[src/rtl/jtag_host_scan.sv]
// JTAG host scan engine: turns TAP-reset / IR-scan / DR-scan / idle commands into TCK/TMS/TDI
// sequences and returns the captured TDO bits. Define JTAG_HOST_CLKDIV_EN to stretch each TCK half-period to CLK_DIV clk cycles.
module jtag_host_scan #(
    parameter int MAX_LEN = 32,
    parameter int CLK_DIV = 4
) (
    input  logic               clk,
    input  logic               rst_n,
    input  logic               cmd_valid,
    output logic               cmd_ready,
    input  logic [1:0]         cmd_op,
    input  logic [5:0]         cmd_len,
    input  logic [MAX_LEN-1:0] cmd_data,
    output logic               rsp_valid,
    output logic [MAX_LEN-1:0] rsp_data,
    output logic               busy,
    output logic               tck,
    output logic               tms,
    output logic               tdi,
    input  logic               tdo
);
    localparam int         IW      = $clog2(MAX_LEN);
    localparam logic [5:0] LEN_MAX = 6'(MAX_LEN);

    typedef enum logic [1:0] {
        OP_RESET = 2'd0,
        OP_IR    = 2'd1,
        OP_DR    = 2'd2,
        OP_IDLE  = 2'd3
    } op_e;

    typedef enum logic [2:0] {
        RESET_SEQ,
        IDLE,
        PRE,
        SHIFT,
        POST,
        RUN,
        DONE
    } state_e;

    state_e             state, state_d;
    op_e                op, op_d;
    logic [5:0]         len, len_d, len_clamped;
    logic [5:0]         cnt, cnt_d, last_cnt;
    logic [MAX_LEN-1:0] data, cap;
    logic               arm_wait;  // one settle cycle after reset release before the first TCK
    logic               tck_d, tms_d, tdi_d;
    logic               accept, active, tick, rise, fall;

    assign cmd_ready = (state == IDLE) || (state == DONE);
    assign busy      = !cmd_ready;
    assign rsp_valid = (state == DONE);
    assign accept    = cmd_valid && cmd_ready;
    assign active    = !arm_wait && (state inside {RESET_SEQ, PRE, SHIFT, POST, RUN});
    assign rise      = active && tick && !tck;
    assign fall      = active && tick && tck;
    assign op_d      = accept ? op_e'(cmd_op) : op;
    assign len_d     = accept ? len_clamped : len;

`ifdef JTAG_HOST_CLKDIV_EN
    localparam int            DW       = (CLK_DIV > 1) ? $clog2(CLK_DIV) : 1;
    localparam logic [DW-1:0] DIV_LAST = DW'(CLK_DIV - 1);

    logic [DW-1:0] div_cnt;

    always_ff @(posedge clk or negedge rst_n) begin
        if (!rst_n) begin
            div_cnt <= '0;
        end else if (!active || tick) begin
            div_cnt <= '0;
        end else begin
            div_cnt <= div_cnt + DW'(1);
        end
    end

    assign tick = (div_cnt == DIV_LAST);
`else
    assign tick = 1'b1;
`endif

    always_comb begin
        if (cmd_len == 6'd0) begin
            len_clamped = 6'd1;
        end else if (cmd_len > LEN_MAX) begin
            len_clamped = LEN_MAX;
        end else begin
            len_clamped = cmd_len;
        end
    end

    // Index of the final TCK cycle spent in each sequencing state.
    always_comb begin
        last_cnt = 6'd0;
        case (state)
            RESET_SEQ: last_cnt = 6'd5;
            PRE:       last_cnt = (op == OP_IR) ? 6'd3 : 6'd2;
            SHIFT:     last_cnt = len - 6'd1;
            POST:      last_cnt = 6'd1;
            RUN:       last_cnt = (op == OP_RESET) ? 6'd5 : len - 6'd1;
            default:   last_cnt = 6'd0;
        endcase
    end

    always_comb begin
        // NOTE: every signal driven here gets a default first, so no path can infer a latch.
        state_d = state;
        cnt_d   = cnt;
        tck_d   = tck;
        case (state)
            IDLE, DONE: begin
                state_d = IDLE;
                if (accept) begin
                    state_d = (op_d == OP_IR || op_d == OP_DR) ? PRE : RUN;
                    cnt_d   = 6'd0;
                end
            end
            default: begin
                if (rise) begin
                    tck_d = 1'b1;
                end
                if (fall) begin
                    tck_d = 1'b0;
                    if (cnt == last_cnt) begin
                        cnt_d = 6'd0;
                        case (state)
                            RESET_SEQ: state_d = IDLE;
                            PRE:       state_d = SHIFT;
                            SHIFT:     state_d = POST;
                            default:   state_d = DONE;
                        endcase
                    end else begin
                        cnt_d = cnt + 6'd1;
                    end
                end
            end
        endcase
    end

    // TMS/TDI for the TCK cycle about to start; they only move on a tck fall or at acceptance.
    always_comb begin
        tms_d = 1'b0;
        tdi_d = 1'b0;
        case (state_d)
            RESET_SEQ: tms_d = (cnt_d < 6'd5);
            PRE:       tms_d = (op_d == OP_IR) ? (cnt_d < 6'd2) : (cnt_d == 6'd0);
            SHIFT: begin
                tms_d = (cnt_d == len_d - 6'd1);
                tdi_d = data[cnt_d[IW-1:0]];
            end
            POST:      tms_d = (cnt_d == 6'd0);
            RUN:       tms_d = (op_d == OP_RESET) && (cnt_d < 6'd5);
            default:   tms_d = 1'b0;
        endcase
    end

    always_ff @(posedge clk or negedge rst_n) begin
        if (!rst_n) begin
            state    <= RESET_SEQ;
            op       <= OP_RESET;
            len      <= 6'd1;
            cnt      <= 6'd0;
            data     <= '0;
            cap      <= '0;
            rsp_data <= '0;
            arm_wait <= 1'b1;
            tck      <= 1'b0;
            tms      <= 1'b1;
            tdi      <= 1'b0;
        end else begin
            // NOTE: non-blocking assignments, so every register here samples pre-edge values.
            state    <= state_d;
            cnt      <= cnt_d;
            tck      <= tck_d;
            tms      <= tms_d;
            tdi      <= tdi_d;
            arm_wait <= 1'b0;
            if (accept) begin
                op   <= op_d;
                len  <= len_d;
                data <= cmd_data;
                cap  <= '0;
            end
            if (rise && state == SHIFT) begin
                cap[cnt[IW-1:0]] <= tdo;
            end
            if (state_d == DONE && state != DONE) begin
                rsp_data <= cap;
            end
        end
    end

endmodule
[config.mk]
export PLATFORM = sky130hd
export DESIGN_NAME = jtag_host_scan
export DESIGN_NICKNAME = d
export VERILOG_FILES = /design/src/rtl/jtag_host_scan.sv
export SDC_FILE = /design/constraint.sdc
export NUM_CORES = 1
export LEC_CHECK = 0
export CAP_MARGIN = 20
export CORE_MARGIN = 3
export CORE_UTILIZATION = 45
export CTS_BUF_LIST = sky130_fd_sc_hd__clkbuf_8
export DETAILED_ROUTE_END_ITERATION = 8
export HOLD_SLACK_MARGIN = 0.05
export PLACE_DENSITY = 0.65
export SLEW_MARGIN = 0
export SYNTH_ARGS = -nofsm -noshare
export SYNTH_HDL_FRONTEND = slang
export SYNTH_SLANG_ARGS = --single-unit
[constraint.sdc]
create_clock -name clk -period 5.9 [get_ports clk]
set_input_delay 1.18 -clock clk [delete_from_list [all_inputs] [get_ports clk]]
set_output_delay 1.18 -clock clk [all_outputs]
set_load 0.02 [all_outputs]
Word level (Yosys, flattened, before mapping)
Index checks and enable logic that the tools add are counted.
{"block": "totals", "regBits": 117, "in_bits": 44, "word_cells": 90}
{"block": "op_classes", "n_addsub": 3, "order_cmp": 6, "eq_ne": 17, "mux": 29, "n_bitwise": 1, "n_reduce_logical": 23}
{"op": "$mux 32", "count": 2}
{"op": "$mux 6", "count": 8}
{"op": "$bwmux 32", "count": 1}
{"op": "$pmux 6 s5", "count": 1}
{"op": "$eq 3x3->1 const B", "count": 6}
{"op": "$mux 3", "count": 5}
{"op": "$eq 3x2->1 const B", "count": 4}
{"op": "$eq 6x6->1", "count": 2}
{"op": "$logic_not 6->1", "count": 2}
{"op": "$lt 5x6->1 const B", "count": 2}
{"op": "$sub 6x1->6 const B", "count": 2}
{"op": "$pmux 3 s3", "count": 1}
{"op": "$logic_and 1x1->1", "count": 8}
{"op": "$mux 1", "count": 7}
{"op": "$add 6x1->6 const B", "count": 1}
{"op": "$gt 6x6->1 const B", "count": 1}
{"op": "$logic_not 3->1", "count": 2}
{"op": "$lt 6x2->1 const B", "count": 1}
{"op": "$lt 6x3->1 const B", "count": 1}
{"op": "$bmux 1 s5", "count": 1}
{"op": "$demux 1 s5", "count": 1}
{"op": "$ge 5x1->1 const B", "count": 1}
{"op": "$pmux 1 s5", "count": 1}
{"op": "$reduce_bool 5->1", "count": 1}
{"op": "12 further kinds", "count": 17}

Logic depth before layout (Yosys ltp)
Gate-level depths: netlist of run 1.
{"block": "depth", "word_depth": 11, "mapped_depth": 21}

Worst setup path before layout of run 1
No wires, ideal clock.
{"block": "synth_path", "path_kind": "input port to flip-flop", "startpoint": "input cmd_valid", "endpoint": "register tms", "setup_time_ns": 0.091, "arrival_ns": 3.558, "required_time_ns": 5.809, "slack_ns": 2.251, "path_stages": 13, "n_path_buf": 3, "cell_sequence": "o21ai_0 clkbuf_1 clkbuf_1 clkbuf_1 nand2_1 o21ai_0 inv_1 ha_1 xnor2_1 mux2_2 o211ai_1 o211ai_1 o31ai_1"}
{"block": "synth_between", "elab_chain_len": 9, "elab_cells_between_ends": 25}
{"element": "start, declared", "line": "9", "source": "input logic cmd_valid,"}
{"element": "$logic_and 1x1->1 *", "line": "54", "source": "assign accept = cmd_valid && cmd_ready;"}
{"element": "parallel branches: the longest is 7 deep, another holds $sub 6x1->6"}
{"element": "$pmux 1 s5 *", "line": "144", "source": "case (state_d)"}
{"element": "net tms_d", "line": "48", "source": "logic tck_d, tms_d, tdi_d;"}
{"element": "end signal, assigned", "line": "175", "source": "tms <= tms_d;"}
{"element": "end, declared", "line": "18", "source": "output logic tms,"}
Mark *: on every way through the listed nets, which the timed path passes.
A chain may end at the register's enable or synchronous reset.

Worst setup path after layout of run 1
{"block": "layout_path", "startpoint": "register state[1]", "endpoint": "register tdi"}
{"block": "layout_between", "elab_cells_between_ends": 33}
{"element": "start, declared", "line": "42", "source": "state_e state, state_d;"}
{"element": "start signal, assigned", "line": "172", "source": "state <= state_d;"}
{"element": "$eq 3x3->1, or another cell as far along", "line": "55, 95"}
{"element": "$pmux 6 s5 or $reduce_bool 5->1 (tied branches)", "line": "95, 55"}
{"element": "$eq 6x6->1 or $logic_and 1x1->1 (tied branches)", "line": "124, 55"}
{"element": "$mux 6 or $logic_and 1x1->1 (tied branches)", "line": "124, 57"}
{"element": "$mux 6", "line": "122", "source": "if (fall) begin"}
{"element": "$mux 6 *", "line": "110", "source": "case (state)"}
{"element": "net cnt_d[1]", "line": "45", "source": "logic [5:0] cnt, cnt_d, last_cnt;"}
{"element": "$bmux 1 s5 *", "line": "149", "source": "tdi_d = data[cnt_d[IW-1:0]];"}
{"element": "$mux 1 (not written as such) *", "line": "149"}
{"element": "$mux 1 *", "line": "144"}
{"element": "net tdi_d", "line": "48"}
{"element": "end signal, assigned", "line": "176", "source": "tdi <= tdi_d;"}
{"element": "end, declared", "line": "19", "source": "output logic tdi,"}
Mark *: on every way through the listed nets, which the timed path passes. The rest lies on a longest branch. The select of a mux whose other input is x is not followed.

==> impl_metrics.tcl, run 1 <==
set metrics [dict create \
    cts_buffer_depth 2 \
    grt_start_max_net_pins 68 \
    rsz0062_at_grt "false" \
    cpMaxStageDelayCell "dfrtp_1" \
    start_util_pct 46.5 \
    num_io_pins 82 \
    max_stage_delay_ps 720 \
    grt_pass1_vias 5041 \
    numPortBuffers 81 \
    grt_use_met2_pct 34.3 \
    wl_per_cell_um 17.1 \
    cts_setup_buffers 0 \
    path_delay_family "simple AND/OR/NAND/NOR gates" \
    antenna_cells 0 \
    grt_remaining_overflow 0 \
    htreeDepth 4 \
    firstDrtPassIters 5 \
    final-setup-viol-count 0 \
    final_net_count 806 \
    die_h_um 124 \
    syn2layout_area_growth_pct 21.7 \
    slew_headroom_pct 40.0 \
    holdPathEnd "data[27]" \
    syn_area_um2 6230 \
    critPathRequiredTime_ps 6210 \
    rows 42 \
    fillers 1218 \
    core_area_um2 13400 \
    viasPerCell 5.79 \
    cts.clk_slew.worst_paths_ps 70 \
    reg2reg_slack_ps 1490 \
    cts_tree "built" \
    maxCapViolations 0 \
    r2r-start "state[1]" \
    worst_skew_pair.late_latency_ps 440 \
    cp-start-kind "register" \
    cts_root_buffer "clkbuf_8" \
    min_path_type "register to register" \
    synth_top_flop_cell "dfrtp_1" \
    track_usage_pct 21.5 \
    crit_chain "nand2b_1, nor2_1, or4_1, a211oi_2, nand4_1, nand2_1, inv_2, a211oi_1, o32ai_1, a2111oi_0, a211oi_1" \
    yosys_warnings 0 \
    drt_wl_total_mm 16.1 \
    p_per_area_nw_per_um2 456 \
    drc_errors 0 \
    met1_usage_pct 28.2 \
    use_met3_pct 5.31 \
    reg2regPathDepth 11 \
    syn_inst 689 \
    skew_ps 8.21 \
    grt_pass1_wl_mm 25.7 \
    die_w_um 124 \
    drt_iter0_drc 473 \
    hold_buffers 0 \
    top_usage_layer "met2" \
    dieArea_um2 15300 \
    cts.sinks 117 \
    finalCritPeriodShare_pct 74.8 \
    cp_max_fo 18 \
    worst_slew_pin_slew_ps 893 \
    syn_area_per_cell_um2 9.04 \
    antenna_found_initial 0 \
    fin_setup_tns_ps 0 \
    outcome "finished, final reports clean" \
    holdPathStages 2 \
    path_class "register to register" \
    place_congestion 1.01 \
    vias 5445 \
    dp_hpwl_mm 11.3 \
    arrival_ps 4720 \
    crit_path_frequent_cell "a211oi_1" \
    synth_nets 741 \
    drive_gt1_share_pct 11.4 \
    max_freq_ghz 0.227 \
    cts_resized 0 \
    synth.distinct_cells 67 \
    crit_path_end_kind "register" \
    synth_edf_count 0 \
    ir_worst_vdd_mv 0.205 \
    p_leak_nw 3.58 \
    r2r_end "tdi" \
    async_reset_ff_share_pct 100 \
    yosysSeqAreaShare_pct 47.1 \
    slew_viol_final 0 \
    hold_ws_ps 478 \
    final.min_clock_period_ps 4410 \
    finalHoldViolations 0 \
    cts_buffers 17 \
    detail-route-antenna-nets 0 \
    cp_num_buf_inv 1 \
    ys_ff_latch 117 \
    min_from "data[27]" \
]
[power breakdown]
group / switching (mW) / internal, mW
Sequential: 0.197 / 0.972
Combinational: 0.897 / 0.583
Clock: 0.319 / 0.487
Total: 1.41 / 2.04
[per-layer routing]
metal / up-vias / wire length, µm
met5: - / 0
met4: 0 / 478
met3: 44 / 949
met2: 222 / 7640
met1: 2635 / 7040
li1: 2544 / -
[tightest hold or removal path: cells and delay by family, from the launching register on]
kind             cells  cell delay (ps)
and+or+nand+nor      2              100
DFF                  1              340
[sequential cells by signal, indices dropped and copies added, names as in the netlist, 2 cells and up]
name	flops
len	6
rsp_data	32
cap	32
cnt	6
state	3
op	2
data	32
[synthesized netlist by cell type (all sizes together), types with 2 or more instances]
cell	n	area [µm²]
a2111oi	2	17.5
a211oi	8	65.1
a21o	3	22.5
a21oi	15	75.1
a22oi	2	15.0
a311o	2	20.0
a31oi	3	18.8
a32oi	11	96.3
and2	7	43.8
and3	8	50.1
buf	10	72.6
clkbuf	33	124
dfrtp	114	2850
dfstp	3	78.8
ha	8	100
inv	19	71.3
mux2	35	394
mux2i	5	50.1
nand2	182	691
nand2b	5	31.3
nand3	64	320
nand3b	3	22.5
nand4	9	56.3
nor2	23	86.3
nor2b	5	41.3
nor3	9	56.3
nor3b	5	42.5
nor4	5	31.3
o211ai	19	143
o21ai	24	120
o31ai	3	22.5
o32ai	2	17.5
or2	5	31.3
or3	2	12.5
or3b	3	26.3
or4	2	18.8
xnor2	10	87.6
xor2	5	43.8
[layout by cell type (no fill, tap or decap), types with 7 or more instances in the layout]
master and count:
and3_1 8, clkdlybuf4s50_1 80, xnor2_1 10, o211ai_1 19, mux2_2 35, nand4_1 9, inv_1 20, nor2_1 23
a21oi_1 15, nor3_1 8, clkbuf_8 20, nand3_1 64, and2_1 7, nand2_1 181, dfrtp_1 114, a211oi_1 7
o21ai_0 23, a32oi_1 11, ha_1 8
[cell type report]
cell class | count | area [µm²] | share of cell area [%]
clock buffers | 20 | 275 | 3.63
clock inverters | 10 | 158 | 2.08
inverters | 19 | 71.3 | 0.941
multi-input cells | 510 | 3040 | 40.1
flip-flops and latches | 117 | 2930 | 38.7
well taps | 176 | 220 | 2.91
repair buffers | 89 | 882 | 11.6
[metrics by stage]
stage	cell area, µm²	utilization, %	power (mW)	instances	setup WS [ps]
2_1_floorplan	6230	-	2.22	689	2250
3_3_place_gp	7100	53.0	2.57	907	1690
3_5_place_dp	7100	53.0	2.61	908	1630
4_1_cts	7540	56.2	3.42	938	1630
5_1_grt	7580	56.5	3.67	941	1180
6_report	7580	56.5	3.45	941	1490
[cells by family (layout without fill, tap and decap cells)]
| group | Yosys count | in the layout | share of synthesized area (%) |
|---|---|---|---|
| AOI/OAI and AO/OA | 103 | 103 | 11.5 |
| and+or+nand+nor | 341 | 341 | 25.7 |
| buffers and inverters | 62 | 138 | 4.30 |
| DFF | 117 | 117 | 47.1 |
| other | 1 | 1 | 0.0602 |
| xor gates and xnor gates | 16 | 16 | 2.47 |
| adders and majority gates | 9 | 9 | 1.77 |
| muxes | 40 | 40 | 7.13 |
[how the worst max path moves through the flow]
stage / from / endpoint / slack, ps / cells after the start
floorplan: cmd_valid / tms / 2250 / 13
global placement: cmd_valid / tms / 1690 / 14
detailed placement: cmd_valid / tdi / 1630 / 10
CTS: state[1] / tdi / 1630 / 11
global route: state[2] / tdi / 1180 / 11
finish: state[1] / tdi / 1490 / 11
Power figures use the tool's default switching activity.
==> inputs of run 2 (changes only) <==
==> constraint.sdc (replaced) <==
create_clock -name clk -period 4.25 [get_ports clk]
set_input_delay 0.85 -clock clk [delete_from_list [all_inputs] [get_ports clk]]
set_output_delay 0.85 -clock clk [all_outputs]
set_load 0.02 [all_outputs]
==> impl_metrics.tcl, run 2 (synthesis gave the netlist of run 1 again) <==
set metrics [dict create \
    outcome "finished, final reports clean" \
    final_net_count 816 \
    finalCritPeriodShare_pct 87.4 \
    grt_start_max_net_pins 65 \
    skew_ps 11.3 \
    numPortBuffers 81 \
    cts_buffers 17 \
    critPathRequiredTime_ps 4600 \
    cpMaxStageDelayCell "dfrtp_1" \
    vias 5342 \
    p_leak_nw 3.60 \
    fillers 1235 \
    rows 42 \
    slew_headroom_pct 43.8 \
    final.min_clock_period_ps 3720 \
    max_freq_ghz 0.269 \
    hold_ws_ps 479 \
    layout_common_cells "nand2_1, dfrtp_1, clkdlybuf4s50_1, nand3_1, mux2_2" \
    met1_usage_pct 30.7 \
    fin_setup_tns_ps 0 \
    top_usage_layer "met2" \
    firstDrtPassIters 5 \
    cts_resized 0 \
    hold_buffers 0 \
    grt_use_met2_pct 34.3 \
    crit_path_frequent_cell "a32oi_1" \
    p_per_area_nw_per_um2 612 \
    maxCapViolations 0 \
    worst_skew_pair.late_latency_ps 440 \
    crit_chain "nand3b_1, a21oi_1, or4_1, a211oi_2, a311o_1, a32oi_1, a32oi_1, mux2i_1, mux2_2, a211oi_1" \
    wl_per_cell_um 16.8 \
    grt_pass1_vias 5017 \
    dieArea_um2 15300 \
    cts_setup_buffers 0 \
    max_stage_delay_ps 640 \
    min_path_type "register to register" \
    syn2layout_area_growth_pct 22.0 \
    viasPerCell 5.61 \
    largestRegisters "cap: 32 flops, data: 32 flops, rsp_data: 32 flops" \
    arrival_ps 4060 \
    use_met3_pct 5.45 \
    total_power_mw 4.65 \
    num_io_pins 82 \
    cts_buffer_depth 2 \
    core_area_um2 13400 \
    die_w_um 124 \
    cts.clk_slew.worst_paths_ps 70 \
    antenna_cells 0 \
    cts.sinks 117 \
    fin_area_um2 7600 \
    start_util_pct 46.5 \
    track_usage_pct 22.2 \
    dp_hpwl_mm 11.6 \
    finalHoldViolations 0 \
    final-setup-viol-count 0 \
    drc_errors 0 \
    cts_tree "built" \
    final_common_cell "nand2_1" \
    rsz0062_at_grt "false" \
    cts_root_buffer "clkbuf_8" \
    drive_gt1_share_pct 12.7 \
    drt_iter0_drc 394 \
    slew_viol_final 0 \
    ir_worst_vdd_mv 0.290 \
    place_area_um2 7200 \
    path_class "register to register" \
    detail-route-antenna-nets 0 \
    htreeDepth 4 \
    place_congestion 0.891 \
    cp_max_fo 15 \
    cp-start-kind "register" \
    grt_remaining_overflow 0 \
    worst_slew_pin_slew_ps 844 \
    crit_path_end_kind "register" \
    drt_wl_total_mm 16.1 \
    grt_pass1_wl_mm 26.1 \
    die_h_um 124 \
    antenna_found_initial 0 \
]
-- run 2: routing by layer --
metal | part of all wire [%] | vias up | routed length (µm)
li1 | - | 2562 | -
met1 | 46 | 2565 | 7300
met2 | 47 | 191 | 7490
met3 | 6.0 | 24 | 956
met4 | 1.9 | 0 | 297
met5 | 0 | - | 0
-- run 2: worst paths after layout --
path / from / end / slack [ps] / depth (start not counted)
setup / recovery: state[2] / tdi / 530 / 10
hold / removal: data[20] / data[20] / 480 / 2
setup reg to reg: state[2] / tdi / 530 / 10
hold reg to reg: data[20] / data[20] / 480 / 2
max in group asynchronous: rst_n / len[0] / 2830 / 2
min in group asynchronous: rst_n / op[1] / 510 / 1
-- run 2: cell type report --
class / count / area, µm² / share of cell area (%)
well taps: 176 / 220 / 2.90
clock buffers: 19 / 262 / 3.44
flip-flops and latches: 117 / 2930 / 38.6
inverters: 19 / 71.3 / 0.939
multi-input cells: 510 / 3040 / 40.0
clock inverters: 13 / 111 / 1.47
repair buffers: 99 / 963 / 12.7
-- run 2: through the flow --
stage / utilization, % / worst slack (ps) / std cells
2_1_floorplan: - / 693 / 689
3_3_place_gp: 53.7 / 434 / 920
3_5_place_dp: 53.7 / 473 / 920
4_1_cts: 56.5 / 562 / 952
5_1_grt: 56.7 / 252 / 953
6_report: 56.7 / 534 / 953
-- run 2: where the power goes --
group / switching, mW / total, mW / internal [mW]
sequential: 0.247 / 1.60 / 1.35
clock: 0.460 / 0.950 / 0.489
combinational: 1.26 / 2.10 / 0.842
total: 1.97 / 4.65 / 2.68
-- run 2: critical path, delay by kind of cell, from the launching register on --
kind	cells	cell delay (ps)
AND/OR/NAND/NOR	2	680
multiplexers	2	360
flip-flops	1	640
AO/OA/AOI/OAI	6	1940
==> inputs of run 3 (changes only) <==
--- a/config.mk
+++ b/config.mk
@@ -7,11 +7,12 @@
 export LEC_CHECK = 0
 export CAP_MARGIN = 20
 export CORE_MARGIN = 3
-export CORE_UTILIZATION = 45
+export CORE_UTILIZATION = 57
 export CTS_BUF_LIST = sky130_fd_sc_hd__clkbuf_8
 export DETAILED_ROUTE_END_ITERATION = 8
 export HOLD_SLACK_MARGIN = 0.05
-export PLACE_DENSITY = 0.65
+export PLACE_DENSITY = 0.8
+export SKIP_LAST_GASP = 1
 export SLEW_MARGIN = 0
 export SYNTH_ARGS = -nofsm -noshare
 export SYNTH_HDL_FRONTEND = slang
==> impl_metrics.tcl, run 3 (synthesis gave the netlist of run 1 again) <==
set metrics [dict create \
    detail-route-antenna-nets 0 \
    final_core_util_pct 72.4 \
    wl_per_cell_um 18.0 \
    syn2layout_area_growth_pct 21.7 \
    die_h_um 111 \
    cts_setup_buffers 0 \
    reg2regPathDepth 11 \
    grt_start_max_net_pins 61 \
    dieArea_um2 12200 \
    viasPerCell 6.04 \
    multi_input_area_um2 3040 \
    total_power_mw 4.87 \
    core_area_um2 10500 \
    final.min_clock_period_ps 3890 \
    wirelength_met1_mm 7.01 \
    r2r-start "state[2]" \
    place_congestion 0.935 \
    hold_buffers 0 \
    layout_common_cells "nand2_1, dfrtp_1, clkdlybuf4s50_1, nand3_1, mux2_2" \
    path_class "register to register" \
    min_path_type "register to register" \
    fin_setup_tns_ps 0 \
    final-setup-viol-count 0 \
    start_util_pct 59.5 \
    drt_wl_total_mm 16.4 \
    antenna_cells 0 \
    rsz0062_at_grt "false" \
    outcome "finished, final reports clean" \
    antenna_found_initial 0 \
    p_per_area_nw_per_um2 642 \
    final_common_cell "nand2_1" \
    fillers 804 \
    grt_pass1_wl_mm 27.2 \
    finalCritPeriodShare_pct 91.4 \
    vias 5500 \
    arrival_ps 4160 \
    p_leak_nw 3.60 \
    firstDrtPassIters 6 \
    worst_skew_pair.late_latency_ps 420 \
    die_w_um 111 \
    cts_root_buffer "clkbuf_8" \
    drive_gt1_share_pct 12.9 \
    cts.sinks 117 \
    slew_viol_final 0 \
    numPortBuffers 81 \
    cts_resized 0 \
    finalHoldViolations 0 \
    wl_met2_mm 8.15 \
    dp_hpwl_mm 11.5 \
    r2r_end "tdi" \
    worst_slew_pin_slew_ps 1070 \
    htreeDepth 4 \
    drc_errors 0 \
    reg2reg_slack_ps 360 \
    num_io_pins 82 \
    slew_headroom_pct 28.8 \
    ir_worst_vdd_mv 0.387 \
    maxCapViolations 0 \
    critPathLaunch "state[2]" \
    final-seq-area_um2 2930 \
    wl_met3_mm 1.05 \
    drt_iter0_drc 478 \
    top_layer_used "met4" \
    cts_buffers 17 \
    cts_tree "built" \
    grt_remaining_overflow 0 \
    crit_path_end_kind "register" \
    cts.clk_slew.worst_paths_ps 70 \
    skew_ps 16.9 \
    max_freq_ghz 0.257 \
    grt_pass1_vias 5301 \
    cp-start-kind "register" \
    final_net_count 814 \
    cp_max_fo 15 \
    critPathCapture "tdi" \
    rows 37 \
    track_usage_pct 27.0 \
    critPathRequiredTime_ps 4530 \
    largestRegisters "cap: 32 flops, data: 32 flops, rsp_data: 32 flops" \
    cts_buffer_depth 2 \
]
-- run 3: changes by cell type in the layout (fill, tap and decap cells not counted), sizes merged --
cell / before / now
buf: 19 / 17
bufinv: 1 / 3
clkbuf: 19 / 17
clkinv: 7 / 5
inv: 23 / 25
-- run 3: stage by stage --
stage / hold slack, ps / worst slack (ps) / area (µm²) / cells
after CTS: 476 / 431 / 7560 / 910
after global placement: 452 / 518 / 7130 / 878
after floorplan: 437 / 693 / 6230 / 689
after detailed placement: 456 / 466 / 7130 / 878
after global routing: 499 / 93.9 / 7580 / 911
final: 479 / 364 / 7580 / 911
-- run 3: worst min path at each step --
stage                        start        to  cells past startpoint
after floorplan           data[16]  data[16]                      2
after global placement    data[25]  data[25]                      2
after detailed placement  data[27]  data[27]                      2
after CTS                 data[27]  data[27]                      2
after global routing      data[25]  data[25]                      2
final                     data[25]  data[25]                      2
-- run 3: final cells by class --
class | instances | share of cell area [%]
multi-input combinational | 510 | 40.1
sequential | 117 | 38.7
timing repair buffer | 97 | 12.4
clock buffer | 17 | 3.09
clock inverter | 15 | 2.54
tap | 136 | 2.25
inverter | 19 | 0.941
-- run 3: critical path, stage by stage, from the launching register on --
cell and delay (ps):
dfrtp_1 600, or3b_1 180, a21oi_1 80, or4_1 540, a211oi_2 540, nand4_1 430
buf_4 300, nand4_1 290, o2bb2ai_1 180, o32ai_1 120, a2111oi_0 390, a211oi_1 100
-- run 3: power by group --
| part | switching [mW] | internal, mW |
|---|---|---|
| sequential | 0.254 | 1.35 |
| clock | 0.509 | 0.596 |
| combinational | 1.30 | 0.858 |
| total | 2.06 | 2.80 |
-- run 3: routing by layer --
metal | global-route usage [%] | up-vias
met3 | 4.77 | 24
met5 | 0 | -
met1 | 37.3 | 2666
met4 | 6.90 | 0
li1 | - | 2557
met2 | 44.5 | 253
